<file path="config.mk">
export PLATFORM = sky130hd
export DESIGN_NAME = pipe_hazard_ctrl_flat
export DESIGN_NICKNAME = d
export VERILOG_FILES = /design/src/rtl/pipe_hazard_ctrl_if.sv /design/src/rtl/pipe_hazard_ctrl.sv /design/src/flat_wrapper.sv
export SDC_FILE = /design/constraint.sdc
export NUM_CORES = 1
export LEC_CHECK = 0
export ABC_CLOCK_PERIOD_IN_PS = 1900
export BUFFER_PORTS_ARGS = -buffer_cell sky130_fd_sc_hd__buf_2
export CAP_MARGIN = 10
export CORE_ASPECT_RATIO = 1.75
export CORE_MARGIN = 2
export CORE_UTILIZATION = 45
export DETAILED_ROUTE_END_ITERATION = 6
export PLACE_DENSITY = 0.72
export SETUP_SLACK_MARGIN = 0.1
export SYNTH_ARGS = -nofsm -noshare
export SYNTH_HDL_FRONTEND = slang
export SYNTH_SLANG_ARGS = --single-unit
</file>
<file path="constraint.sdc">
create_clock -name clk -period 1.9 [get_ports clk]
set_clock_uncertainty 0.2 [all_clocks]
set_input_delay 0 -clock clk [delete_from_list [all_inputs] [get_ports clk]]
set_output_delay 0 -clock clk [all_outputs]
set_load 0.01 [all_outputs]
</file>
<file path="src/rtl/pipe_hazard_ctrl_if.sv">
// Pipeline-control bundle between the hazard sequencer (slave) and the datapath (master).
// Signal suffixes are from the sequencer's point of view.
interface pipe_hazard_ctrl_if #(
  parameter int CNT_W = 16
);
  logic [4:0]       id_rs_i;
  logic [4:0]       id_rt_i;
  logic             id_uses_rt_i;
  logic             ex_mem_read_i;
  logic [4:0]       ex_num_write_i;
  logic             branch_taken_i;
  logic             mem_access_i;
  logic             dmem_ready_i;
  logic             pc_en_o;
  logic             if_id_en_o;
  logic             id_ex_en_o;
  logic             ex_mem_en_o;
  logic             if_id_flush_o;
  logic             id_ex_flush_o;
  logic             mem_wb_bubble_o;
  logic             dmem_req_o;
  logic             mem_err_o;
  logic [CNT_W-1:0] stall_cycles_o;

  modport slave (
    input  id_rs_i, id_rt_i, id_uses_rt_i, ex_mem_read_i, ex_num_write_i,
           branch_taken_i, mem_access_i, dmem_ready_i,
    output pc_en_o, if_id_en_o, id_ex_en_o, ex_mem_en_o, if_id_flush_o,
           id_ex_flush_o, mem_wb_bubble_o, dmem_req_o, mem_err_o, stall_cycles_o
  );

  modport master (
    output id_rs_i, id_rt_i, id_uses_rt_i, ex_mem_read_i, ex_num_write_i,
           branch_taken_i, mem_access_i, dmem_ready_i,
    input  pc_en_o, if_id_en_o, id_ex_en_o, ex_mem_en_o, if_id_flush_o,
           id_ex_flush_o, mem_wb_bubble_o, dmem_req_o, mem_err_o, stall_cycles_o
  );
endinterface

</file>
<file path="src/rtl/pipe_hazard_ctrl.sv">
// Stall/flush sequencer for a 5-stage pipeline: load-use bubbles, branch squashes,
// multi-cycle data-memory waits with timeout, and a saturating stall-cycle counter.
module pipe_hazard_ctrl #(
  parameter int MEM_TIMEOUT = 15,
  parameter int CNT_W       = 16
) (
  input  logic                clk,
  input  logic                rst_n,
  pipe_hazard_ctrl_if.slave   bus
);

  typedef enum logic [0:0] {RUN = 1'b0, MEM_WAIT = 1'b1} state_t;

  state_t           state_q, state_d;
  logic [7:0]       wait_cnt_q, wait_cnt_d;
  logic             mem_err_q, mem_err_d;
  logic [CNT_W-1:0] stall_q;

  logic lu_hazard_s;
  logic pc_en_s, if_id_en_s, id_ex_en_s, ex_mem_en_s;
  logic if_id_flush_s, id_ex_flush_s, mem_wb_bubble_s, dmem_req_s;

  // Load-use detection against the instruction currently in ID
  always_comb begin
    lu_hazard_s = bus.ex_mem_read_i && (bus.ex_num_write_i != 5'd0) &&
                  ((bus.ex_num_write_i == bus.id_rs_i) ||
                   (bus.id_uses_rt_i && (bus.ex_num_write_i == bus.id_rt_i)));
  end

  // Next-state and pipeline control decode
  always_comb begin
    state_d         = state_q;
    wait_cnt_d      = wait_cnt_q;
    mem_err_d       = mem_err_q;
    pc_en_s         = 1'b0;
    if_id_en_s      = 1'b0;
    id_ex_en_s      = 1'b0;
    ex_mem_en_s     = 1'b0;
    if_id_flush_s   = 1'b0;
    id_ex_flush_s   = 1'b0;
    mem_wb_bubble_s = 1'b1;
    dmem_req_s      = 1'b0;

    // pipe_go: memory side is not stalling, so apply branch > load-use > normal
    case (state_q)
      RUN: begin
        dmem_req_s = bus.mem_access_i;
        if (bus.mem_access_i && !bus.dmem_ready_i) begin
          state_d    = MEM_WAIT;
          wait_cnt_d = 8'd1;
        end else begin
          mem_wb_bubble_s = 1'b0;
          pipe_go();
        end
      end
      MEM_WAIT: begin
        dmem_req_s = 1'b1;
        if (bus.dmem_ready_i) begin
          mem_wb_bubble_s = 1'b0;
          state_d         = RUN;
          wait_cnt_d      = 8'd0;
          pipe_go();
        end else if (wait_cnt_q < 8'(MEM_TIMEOUT)) begin
          wait_cnt_d = wait_cnt_q + 8'd1;
        end else begin
          // Abandon: release the pipeline but keep the write suppressed
          dmem_req_s  = 1'b0;
          pc_en_s     = 1'b1;
          if_id_en_s  = 1'b1;
          id_ex_en_s  = 1'b1;
          ex_mem_en_s = 1'b1;
          mem_err_d   = 1'b1;
          state_d     = RUN;
          wait_cnt_d  = 8'd0;
        end
      end
      default: begin
        state_d    = RUN;
        wait_cnt_d = 8'd0;
      end
    endcase
  end

  function automatic void pipe_go();
    if (bus.branch_taken_i) begin
      pc_en_s       = 1'b1;
      if_id_en_s    = 1'b1;
      id_ex_en_s    = 1'b1;
      ex_mem_en_s   = 1'b1;
      if_id_flush_s = 1'b1;
      id_ex_flush_s = 1'b1;
    end else if (lu_hazard_s) begin
      pc_en_s       = 1'b0;
      if_id_en_s    = 1'b0;
      id_ex_en_s    = 1'b1;
      id_ex_flush_s = 1'b1;
      ex_mem_en_s   = 1'b1;
    end else begin
      pc_en_s     = 1'b1;
      if_id_en_s  = 1'b1;
      id_ex_en_s  = 1'b1;
      ex_mem_en_s = 1'b1;
    end
  endfunction

  // State, timeout counter, sticky error and saturating stall counter
  always_ff @(posedge clk or negedge rst_n) begin
    if (!rst_n) begin
      state_q    <= RUN;
      wait_cnt_q <= 8'd0;
      mem_err_q  <= 1'b0;
      stall_q    <= '0;
    end else begin
      state_q    <= state_d;
      wait_cnt_q <= wait_cnt_d;
      mem_err_q  <= mem_err_d;
      if (!pc_en_s && (stall_q != {CNT_W{1'b1}})) begin
        stall_q <= stall_q + {{(CNT_W-1){1'b0}}, 1'b1};
      end else begin
        stall_q <= stall_q;
      end
    end
  end

  // Reset forces the safe control pattern independent of state
  assign bus.pc_en_o         = rst_n ? pc_en_s         : 1'b0;
  assign bus.if_id_en_o      = rst_n ? if_id_en_s      : 1'b0;
  assign bus.id_ex_en_o      = rst_n ? id_ex_en_s      : 1'b0;
  assign bus.ex_mem_en_o     = rst_n ? ex_mem_en_s     : 1'b0;
  assign bus.if_id_flush_o   = rst_n ? if_id_flush_s   : 1'b0;
  assign bus.id_ex_flush_o   = rst_n ? id_ex_flush_s   : 1'b0;
  assign bus.mem_wb_bubble_o = rst_n ? mem_wb_bubble_s : 1'b1;
  assign bus.dmem_req_o      = rst_n ? dmem_req_s      : 1'b0;
  assign bus.mem_err_o       = mem_err_q;
  assign bus.stall_cycles_o  = stall_q;

endmodule
</file>
<file path="src/flat_wrapper.sv">
// flat-port wrapper written by rule: the top's interface ports become plain ports
module pipe_hazard_ctrl_flat 
#(
  parameter int MEM_TIMEOUT = 15,
  parameter int CNT_W       = 16
)
  (clk, rst_n, bus_id_rs_i, bus_id_rt_i, bus_id_uses_rt_i, bus_ex_mem_read_i, bus_ex_num_write_i, bus_branch_taken_i, bus_mem_access_i, bus_dmem_ready_i, bus_pc_en_o, bus_if_id_en_o, bus_id_ex_en_o, bus_ex_mem_en_o, bus_if_id_flush_o, bus_id_ex_flush_o, bus_mem_wb_bubble_o, bus_dmem_req_o, bus_mem_err_o, bus_stall_cycles_o);
  pipe_hazard_ctrl_if #(.CNT_W(CNT_W)) bus_i ();
  input  logic clk;
  input  logic rst_n;
  input wire logic [$bits(bus_i.id_rs_i)-1:0] bus_id_rs_i;
  input wire logic [$bits(bus_i.id_rt_i)-1:0] bus_id_rt_i;
  input wire logic [$bits(bus_i.id_uses_rt_i)-1:0] bus_id_uses_rt_i;
  input wire logic [$bits(bus_i.ex_mem_read_i)-1:0] bus_ex_mem_read_i;
  input wire logic [$bits(bus_i.ex_num_write_i)-1:0] bus_ex_num_write_i;
  input wire logic [$bits(bus_i.branch_taken_i)-1:0] bus_branch_taken_i;
  input wire logic [$bits(bus_i.mem_access_i)-1:0] bus_mem_access_i;
  input wire logic [$bits(bus_i.dmem_ready_i)-1:0] bus_dmem_ready_i;
  output wire logic [$bits(bus_i.pc_en_o)-1:0] bus_pc_en_o;
  output wire logic [$bits(bus_i.if_id_en_o)-1:0] bus_if_id_en_o;
  output wire logic [$bits(bus_i.id_ex_en_o)-1:0] bus_id_ex_en_o;
  output wire logic [$bits(bus_i.ex_mem_en_o)-1:0] bus_ex_mem_en_o;
  output wire logic [$bits(bus_i.if_id_flush_o)-1:0] bus_if_id_flush_o;
  output wire logic [$bits(bus_i.id_ex_flush_o)-1:0] bus_id_ex_flush_o;
  output wire logic [$bits(bus_i.mem_wb_bubble_o)-1:0] bus_mem_wb_bubble_o;
  output wire logic [$bits(bus_i.dmem_req_o)-1:0] bus_dmem_req_o;
  output wire logic [$bits(bus_i.mem_err_o)-1:0] bus_mem_err_o;
  output wire logic [$bits(bus_i.stall_cycles_o)-1:0] bus_stall_cycles_o;
  assign bus_i.id_rs_i = bus_id_rs_i;
  assign bus_i.id_rt_i = bus_id_rt_i;
  assign bus_i.id_uses_rt_i = bus_id_uses_rt_i;
  assign bus_i.ex_mem_read_i = bus_ex_mem_read_i;
  assign bus_i.ex_num_write_i = bus_ex_num_write_i;
  assign bus_i.branch_taken_i = bus_branch_taken_i;
  assign bus_i.mem_access_i = bus_mem_access_i;
  assign bus_i.dmem_ready_i = bus_dmem_ready_i;
  assign bus_pc_en_o = bus_i.pc_en_o;
  assign bus_if_id_en_o = bus_i.if_id_en_o;
  assign bus_id_ex_en_o = bus_i.id_ex_en_o;
  assign bus_ex_mem_en_o = bus_i.ex_mem_en_o;
  assign bus_if_id_flush_o = bus_i.if_id_flush_o;
  assign bus_id_ex_flush_o = bus_i.id_ex_flush_o;
  assign bus_mem_wb_bubble_o = bus_i.mem_wb_bubble_o;
  assign bus_dmem_req_o = bus_i.dmem_req_o;
  assign bus_mem_err_o = bus_i.mem_err_o;
  assign bus_stall_cycles_o = bus_i.stall_cycles_o;
  pipe_hazard_ctrl #(.MEM_TIMEOUT(MEM_TIMEOUT), .CNT_W(CNT_W)) u_core (.clk(clk), .rst_n(rst_n), .bus(bus_i));
endmodule
</file>
-- Word-level counts from Yosys, hierarchy flattened
Cells that the tools add are included.
- register bits: 26
- latch bits: 0
- bits in writable memories: 0
- bits in read-only memories: 0
- input port bits: 22
- output and inout port bits: 25
- logic and storage cells: 60
- memories kept: 0
- add/sub/neg operators: 2
- multipliers: 0
- div/mod/pow operators: 0
- $lt $le $gt $ge: 1
- equal/unequal tests: 4
- shifts and indexed selects: 0
- multiplexer cells: 36
- bitwise gates (word level): 3
- reductions and logical operators: 10
- operator list (cell ; count):
    $mux W1 ; 25
    $mux W8 ; 3
    $add A16 B1 Y16 const B ; 1
    $ne A16 B16 Y1 const B ; 1
    $pmux W8 S2 ; 1
    $pmux W1 S2 ; 7
    $eq A5 B5 Y1 ; 2
    $add A8 B1 Y8 const B ; 1
    $lt A8 B4 Y1 const B ; 1
    $logic_and A1 B1 Y1 ; 5
    $reduce_bool A5 Y1 ; 1
    $not A1 Y1 ; 3
    $reduce_and A3 Y1 ; 1
    $logic_not A1 Y1 ; 2
    $ne A2 B1 Y1 const B ; 1
    $logic_or A1 B1 Y1 ; 1

-- Depth between registers and ports, before layout
Gate-level depths: netlist of run 1.
- word-level depth: 10
- depth in mapped cells: 8
- depth with buffers taken out: 7

-- Least setup slack after synthesis of run 1
No wires, ideal clock.
- path type: reg2reg
- start: reg u_core.stall_q[0], in the netlist u_core.bus.stall_cycles_o[0]
- end: reg u_core.stall_q[6], in the netlist u_core.bus.stall_cycles_o[6]
- setup time: 130 ps
- data arrival time: 1780 ps
- data required time: 1570 ps
- setup slack: -210 ps
- stages on the path, launching flop included: 9
- buffers on the path: 1
- period minus slack after synthesis: 2110 ps
- cells stage by stage: dfrtp_1 > ha_1 > nand3_1 > nor3_1 > a211oi_1 > a21oi_4 > buf_6 > nor2_1 > xor2_1
- longest elaborated chain between the ends: 2
- elaborated cells on any way between the ends: 3
- classes of those cells: add/sub (1); eq/ne (1); reduce/logical (1)
- RTL lines (what ; RTL line ; source):
    from (decl) ; pipe_hazard_ctrl.sv:17 ; logic [CNT_W-1:0] stall_q;
    from (signal assigned) ; pipe_hazard_ctrl.sv:118 ; stall_q <= stall_q + {{(CNT_W-1){1'b0}}, 1'b1};
    from (signal assigned) ; pipe_hazard_ctrl.sv:120 ; stall_q <= stall_q;
    branches (longest 2 deep; another with $add A16 B1 Y16) ; - ;
Several ways; the timed one is not identified.
A chain may end at the register's enable or synchronous reset.

-- Worst setup path in the final report of run 1
- start: reg u_core.stall_q[8], in the netlist u_core.bus.stall_cycles_o[8]
- end: reg u_core.stall_q[15], in the netlist u_core.bus.stall_cycles_o[15]
Same word-level chain as after synthesis.

==> summary.txt, run 1 <==
Status
  – Run status: finished with violations
  – Failing checks: setup timing

Global route
  – Initial antenna violation count: 0
  – Total grt overflow: 0
  – Largest net degree at the start of global routing: 23
  – GRT Overall Usage: 22.6%
  – Vias in the first global route: 1463
  – First-pass GRT wire length: 6290 um

Critical path
  – Critical Path Source: u_core.bus.stall_cycles_o[8]
  – Setup crit end kind: register
  – Flop-to-flop setup slack: -0.29 ns
  – Crit-path max FO: 8
  – R2r endpoint: u_core.bus.stall_cycles_o[15]
  – Startpoint types: register
  – CP top delay family: compound AO/OA/AOI/OAI gates
  – WP buf/inv: 2
  – Crit Path Class: reg2reg
  – CP cell instances: nand4_1 -> nor2_1 -> buf_4 -> a2111oi_4 -> a21oi_4 -> buf_8 -> nor3_1 -> xor2_1
  – WP data arrival: 2.17 ns
  – Largest stage delay on the critical path: 0.41 ns
  – Reg-to-Reg Start: u_core.bus.stall_cycles_o[8]
  – CP max stage cell: dfrtp_1
  – R2R cell count: 8
  – Worst endpoint required time: between 1.5 and 2 ns

Synthesis
  – Seq cells post-synth: 26
  – Synth Area in Compound Gates: 9.20%
  – Mux cell area share after synthesis: 0.767%
  – Yosys warns: 0
  – Post-Synth Simple-Gate Area: between 20% and 30%
  – Netlist cell types: 33
  – Synthesized area: 1470 um2
  – XOR/XNOR Fraction of Synth Area: 14.9%
  – Ys async rst share: 100%
  – Number of enable flip-flop cells after synthesis: 0
  – Sequential area share after synthesis: between 40% and 50%
  – Largest family of logic cells by synthesized area: simple AND/OR/NAND/NOR gates
  – Post-synthesis adder-cell area fraction: 1.70%
  – Synth top area share: between 40 and 50%
  – Top cells by area, synth: dfrtp_1 44%, xnor2_1 7.8%, xor2_1 7.2%
  – Post-Syn Area per Cell: 10.1 um2
  – Net Count, Synth: about 170
  – Cells after Synth: 145
  – Top_reg_cell synth: dfrtp_1
  – Yosys top cell by area: dfrtp_1

STA
  – Final Hold Fails: 0
  – Worst Tran Pin Value: 0.402 ns
  – Unrepaired setup endpoints after global routing: true
  – Final setup viols: 20
  – Max Fclk: 458 MHz
  – Fin. max-slew vios: 0
  – Worst setup margin: -0.285 ns
  – Slew margin rel.: 73.1%
  – Crit path time final: 2.19 ns
  – Setup TNS: -3.53 ns
  – Tcrit/Tclk final: 115%

Min path
  – Worst hold path depth: 3
  – Hold WC Path Type: in2reg
  – Worst hold path startpoint: bus_dmem_ready_i
  – Hold endpoint: u_core.wait_cnt_q[1]

Final layout
  – Most frequent cells in the layout: 44 x buf_2, 43 x buf_4, 26 x dfrtp_1
  – Share of post-route cells with drive strength above 1: around 53%
  – Commonest non-fill, non-tap cell in the layout: buf_2
  – Final #Nets: roughly 270
  – Layout area overhead: 59.8%
  – Post-route insts no fill: 284
  – Diodes inserted: 0

Placement
  – Pre-CTS WS: -0.245 ns
  – Placed cell count: 266
  – Routability congestion estimate: 0.819
  – Port buffer count: 46
  – Hpwl dp: 3030 um

Power and ir drop
  – Maximum VDD drop: a little under 0.7 mV
  – LEAKAGE: 0.00115 uW
  – Pwr/cell area: 816 nW/um2

Die
  – Die area: 3760 um2
  – Die Wd: 47.2 um
  – IO Pins: 47
  – Core area: about 3100 um2
  – Die H: just under 80 um
  – Starting Density: 46.8%
  – # rows: 27

Clock network
  – Skew-Pair Late Insertion Delay: 0.26 ns
  – Clock root buffer master: clkbuf_8
  – CTS tree: done
  – CTS sink count: 26
  – CTS Buf Count: 3
  – CTS max path bufs: 2
  – CTS clk-pin slew, worst paths: around 0.09 ns
  – Max H-tree Level: 1

Route
  – Drc violations: 0
  – ANT nets after route: 0
  – DR iter-0 viols: 17
  – Drt wl/cell: 15.4 um
  – DRT Pass-1 Iters: 4
  – Post-Route WL: 4360 um
  – Via density: 5.14
  – Via count: 1459

Run
  – # Max-Cap Violations: 0
-- sequential cells by signal, indices dropped and copies added (netlist names) --
| register | count |
|---|---|
| u_core.bus.stall_cycles_o | 16 |
| u_core.wait_cnt_q | 8 |
| u_core.bus.mem_err_o | 1 |
| u_core.state_q | 1 |
-- worst max-delay path by stage --
stage                                                to  slack (ns)  cells past startpoint
after detailed placement   u_core.bus.stall_cycles_o[1]       -0.25                      6
final                     u_core.bus.stall_cycles_o[15]       -0.29                      8
after floorplan           u_core.bus.stall_cycles_o[10]       -0.07                      7
after global placement     u_core.bus.stall_cycles_o[1]       -0.19                      6
after global routing      u_core.bus.stall_cycles_o[15]       -0.37                      8
after CTS                 u_core.bus.stall_cycles_o[15]       -0.25                      6
-- logic make-up after synthesis --
| kind of cell | Yosys count |
|---|---|
| compound gates | 15 |
| xor+xnor | 25 |
| fa+ha+maj | 2 |
| buf+inv | 10 |
| flops | 26 |
| mux | 1 |
| simple gates | 66 |
-- layout make-up --
type / count / area, um2
multi-input cells: 109 / 913
fillers: 216 / 795
flip-flops and latches: 26 / 651
repair buffers: 95 / 632
well taps: 43 / 53.8
clock buffers: 3 / 41.3
clock inverters: 1 / 30.0
inverters: 7 / 26.3
-- power by group --
part | leakage, uW | switching, uW | internal, uW
Combinational | 0.000786 | 389 | 372
Sequential | 0.000331 | 64.1 | 641
Clock | 0.0000357 | 169 | 281
-- timing repair --
action                     in CTS  in global routing
hold endpoints to repair       28                  0
buffers inserted                1                  9
hold buffers                    4                  0
setup endpoints to repair      21                 24
pin swaps                       3                 15
gates resized for setup         8                 21
-- worst register-to-register path, cell delays in order (launching register included) --
cell,delay [ns]
dfrtp_1,0.41
nand4_1,0.16
nor2_1,0.08
buf_4,0.16
a2111oi_4,0.41
a21oi_4,0.14
buf_8,0.18
nor3_1,0.21
xor2_1,0.18
-- through the flow --
step	hold slack, ns	total power [uW]	cell area (um2)	utilization (%)
2_1_floorplan	-0.496	1010	1500	-
3_3_place_gp	-0.354	1330	2020	64.3
3_5_place_dp	-0.354	1370	2020	64.3
4_1_cts	0.0175	1850	2170	69.2
5_1_grt	0.102	2030	2350	74.7
6_report	0.0470	1920	2350	74.7
-- synth_stat cells (all sizes together), types with 3 or more instances --
master	count
nor3	10
xor2	12
nand2	11
and2	4
nor2	17
o21ai	6
inv	7
buf	3
nand4	3
nor2b	5
nand3	8
dfrtp	26
xnor2	13
-- per-layer routing --
layer | wire length [um] | global-route usage, % | share of wire (%)
met1 | 1450 | 22.8 | 33
met5 | 0 | 0 | 0
met2 | 2710 | 44.9 | 62
met3 | 108 | 2.49 | 2.5
met4 | 93 | 5.28 | 2.1
No activity file was read; power rests on OpenSTA's default activity.
==> inputs of run 2 (changes only) <==
- CELL_PAD_IN_SITES_DETAIL_PLACEMENT: unset -> 1
- CELL_PAD_IN_SITES_GLOBAL_PLACEMENT: unset -> 1
- CORE_UTILIZATION: 45 -> 34
==> summary.txt, run 2 (same netlist as run 1, synthesis figures left out) <==
STA
  – Unrepaired setup endpoints after global routing: true
  – Tcrit/Tclk final: 118% (+2.7 points)
  – Worst setup margin: -0.337 ns (-0.0517 ns)
  – Max Fclk: 447 MHz (-2.3%)
  – Hold Worst Slack: 0.0509 ns (+0.00383 ns)
  – Crit path time final: 2.24 ns (+0.0517 ns)
  – Final setup viols: 20 (unchanged)
  – Final Hold Fails: 0 (unchanged)
  – Fin. max-slew vios: 0 (unchanged)
  – Slew margin rel.: 69.2% (-3.9 points)
  – Worst Tran Pin Value: 0.460 ns (+0.0585 ns)

Power and ir drop
  – LEAKAGE: 0.00113 uW (-1.9%)
  – Maximum VDD drop: 0.481 mV (-29%)
  – Pwr/cell area: 832 nW/um2 (+1.9%)

Route
  – ANT nets after route: 0 (unchanged)
  – Drc violations: 0 (unchanged)
  – Post-Route WL: 4700 um (+7.7%)
  – Drt wl/cell: 16.4 um (+6.6%)
  – Via density: 4.87 (-5.3%)
  – DR iter-0 viols: 16 (-1)
  – Via count: 1397 (-4.2%)
  – DRT Pass-1 Iters: 4 (unchanged)

Status
  – Failing checks: setup timing
  – Run status: finished with violations

Run
  – # Max-Cap Violations: 0 (unchanged)

Placement
  – Post-DP Area: 2010 um2 (-0.37%)
  – Port buffer count: 46 (unchanged)
  – Routability congestion estimate: 0.792 (-3.3%)
  – Pre-CTS WS: -0.310 ns (-0.0648 ns)
  – Placed cell count: 270 (+1.5%)
  – Hpwl dp: 3410 um (+12%)

Final layout
  – Most frequent cells in the layout: 46 x buf_2, 37 x buf_4, 26 x dfrtp_1
  – Final #Nets: 263 (-1.1%)
  – Finished Cell Area: 2320 um2 (-1.2%)
  – Post-route insts no fill: 287 (+1.1%)
  – Diodes inserted: 0 (unchanged)
  – Max reg flops: 16 (unchanged)
  – # fillers: 492 (+130%)
  – Utilization after layout: 55.9% (-19 points)
  – Commonest non-fill, non-tap cell in the layout: buf_2
  – Share of post-route cells with drive strength above 1: 52.1% (-0.60 points)
  – Layout area overhead: 57.8%

Critical path
  – Crit-path max FO: 6 (-2)
  – Startpoint types: register
  – Reg-to-Reg Start: u_core.wait_cnt_q[0]
  – Worst endpoint required time: 1.87 ns (-0.02 ns)
  – R2R cell count: 7 (-1)
  – R2r endpoint: u_core.bus.stall_cycles_o[1]
  – Setup crit end kind: register
  – WP data arrival: 2.20 ns (+0.03 ns)
  – Flop-to-flop setup slack: -0.34 ns (-0.05 ns)
  – Crit Path Class: reg2reg

Die
  – Die area: 4880 um2 (+30%)
  – # rows: 31 (+15%)
  – Starting Density: 35.4% (-11 points)
  – Core area: 4150 um2 (+32%)
  – Die Wd: 53.7 um (+14%)
  – IO Pins: 47 (unchanged)
  – Die H: 91.0 um (+14%)

Clock network
  – CTS sink count: 26 (unchanged)
  – CTS max path bufs: 2 (unchanged)
  – CTS Buf Count: 3 (unchanged)
  – CTS clk-pin slew, worst paths: 0.10 ns (about the same)
  – Max H-tree Level: 1 (unchanged)
  – Skew-Pair Late Insertion Delay: 0.27 ns (about the same)
  – Clock root buffer master: clkbuf_8
  – CTS tree: done

Global route
  – Total grt overflow: 0 (unchanged)
  – Largest net degree at the start of global routing: 26 (+13%)
  – First-pass GRT wire length: 7280 um (+16%)
  – Initial antenna violation count: 0 (unchanged)
  – Vias in the first global route: 1568 (+7.2%)
  – GRT Overall Usage: 19.3% (-3.3 points)

Min path
  – Hold endpoint: u_core.wait_cnt_q[1]
  – Worst hold path depth: 4 (+1)
  – Hold WC Path Type: in2reg
  – Worst hold path startpoint: bus_dmem_ready_i
==> run 2: how the worst max path moves through the flow <==
stage | slack [ns] | cells after the start | end | from
2_1_floorplan | -0.07 | 7 | u_core.bus.stall_cycles_o[10] | u_core.wait_cnt_q[7]
3_3_place_gp | -0.19 | 6 | u_core.bus.stall_cycles_o[15] | u_core.wait_cnt_q[7]
3_5_place_dp | -0.31 | 7 | u_core.bus.stall_cycles_o[10] | u_core.wait_cnt_q[7]
4_1_cts | -0.26 | 7 | u_core.bus.stall_cycles_o[11] | u_core.wait_cnt_q[7]
5_1_grt | -0.42 | 7 | u_core.bus.stall_cycles_o[1] | u_core.wait_cnt_q[0]
6_report | -0.34 | 7 | u_core.bus.stall_cycles_o[1] | u_core.wait_cnt_q[0]
==> run 2: per-stage QoR <==
stage	total power, uW	TNS, ns
3_3_place_gp	1330	-1.67
6_report	1930	-4.68
4_1_cts	1890	-3.68
3_5_place_dp	1380	-3.16
5_1_grt	2040	-6.64
2_1_floorplan	1010	-0.713
==> run 2: layout make-up <==
class | instances | area [um2] | share of cell area (%)
inverters | 7 | 26.3 | 1.13
multi-input cells | 110 | 916 | 39.5
flip-flops and latches | 26 | 651 | 28.1
well taps | 49 | 61.3 | 2.64
repair buffers | 91 | 593 | 25.6
clock buffers | 3 | 41.3 | 1.78
clock inverters | 1 | 30.0 | 1.30
==> run 2: power by group <==
part	total (uW)	internal (uW)	switching, uW	leakage, uW
Combinational	773	384	389	0.000765
Clock	462	282	180	0.0000357
Sequential	694	640	53.5	0.000331
Total	1930	1310	622	0.00113
==> run 2: routing by layer <==
layer / routed length, um / up-vias / share of wire (%) / track usage, %
met4: 43 / 0 / 0.92 / 2.14
met5: 0 / - / 0 / 0
li1: - / 673 / - / -
met3: 139 / 4 / 3.0 / 1.97
met1: 1780 / 687 / 38 / 21.9
met2: 2740 / 33 / 58 / 37.3
==> run 2: critical path: stages (launching register included) <==
cell and delay, ns:
dfrtp_1 0.37, ha_1 0.20, nand3_2 0.15, a21oi_2 0.26
a2111oi_4 0.05, buf_4 0.17, a21oi_2 0.35, mux2_2 0.38
==> run 2: timing repair <==
item | 4_1_cts | 5_1_grt
endpoints found under the hold margin | 28 | 0
buffers inserted | 6 | 3
setup endpoints to repair | 21 | 24
hold buffers | 4 | 0
pin swaps | 4 | 14
gates cloned | 1 | 0
resized for setup | 9 | 16
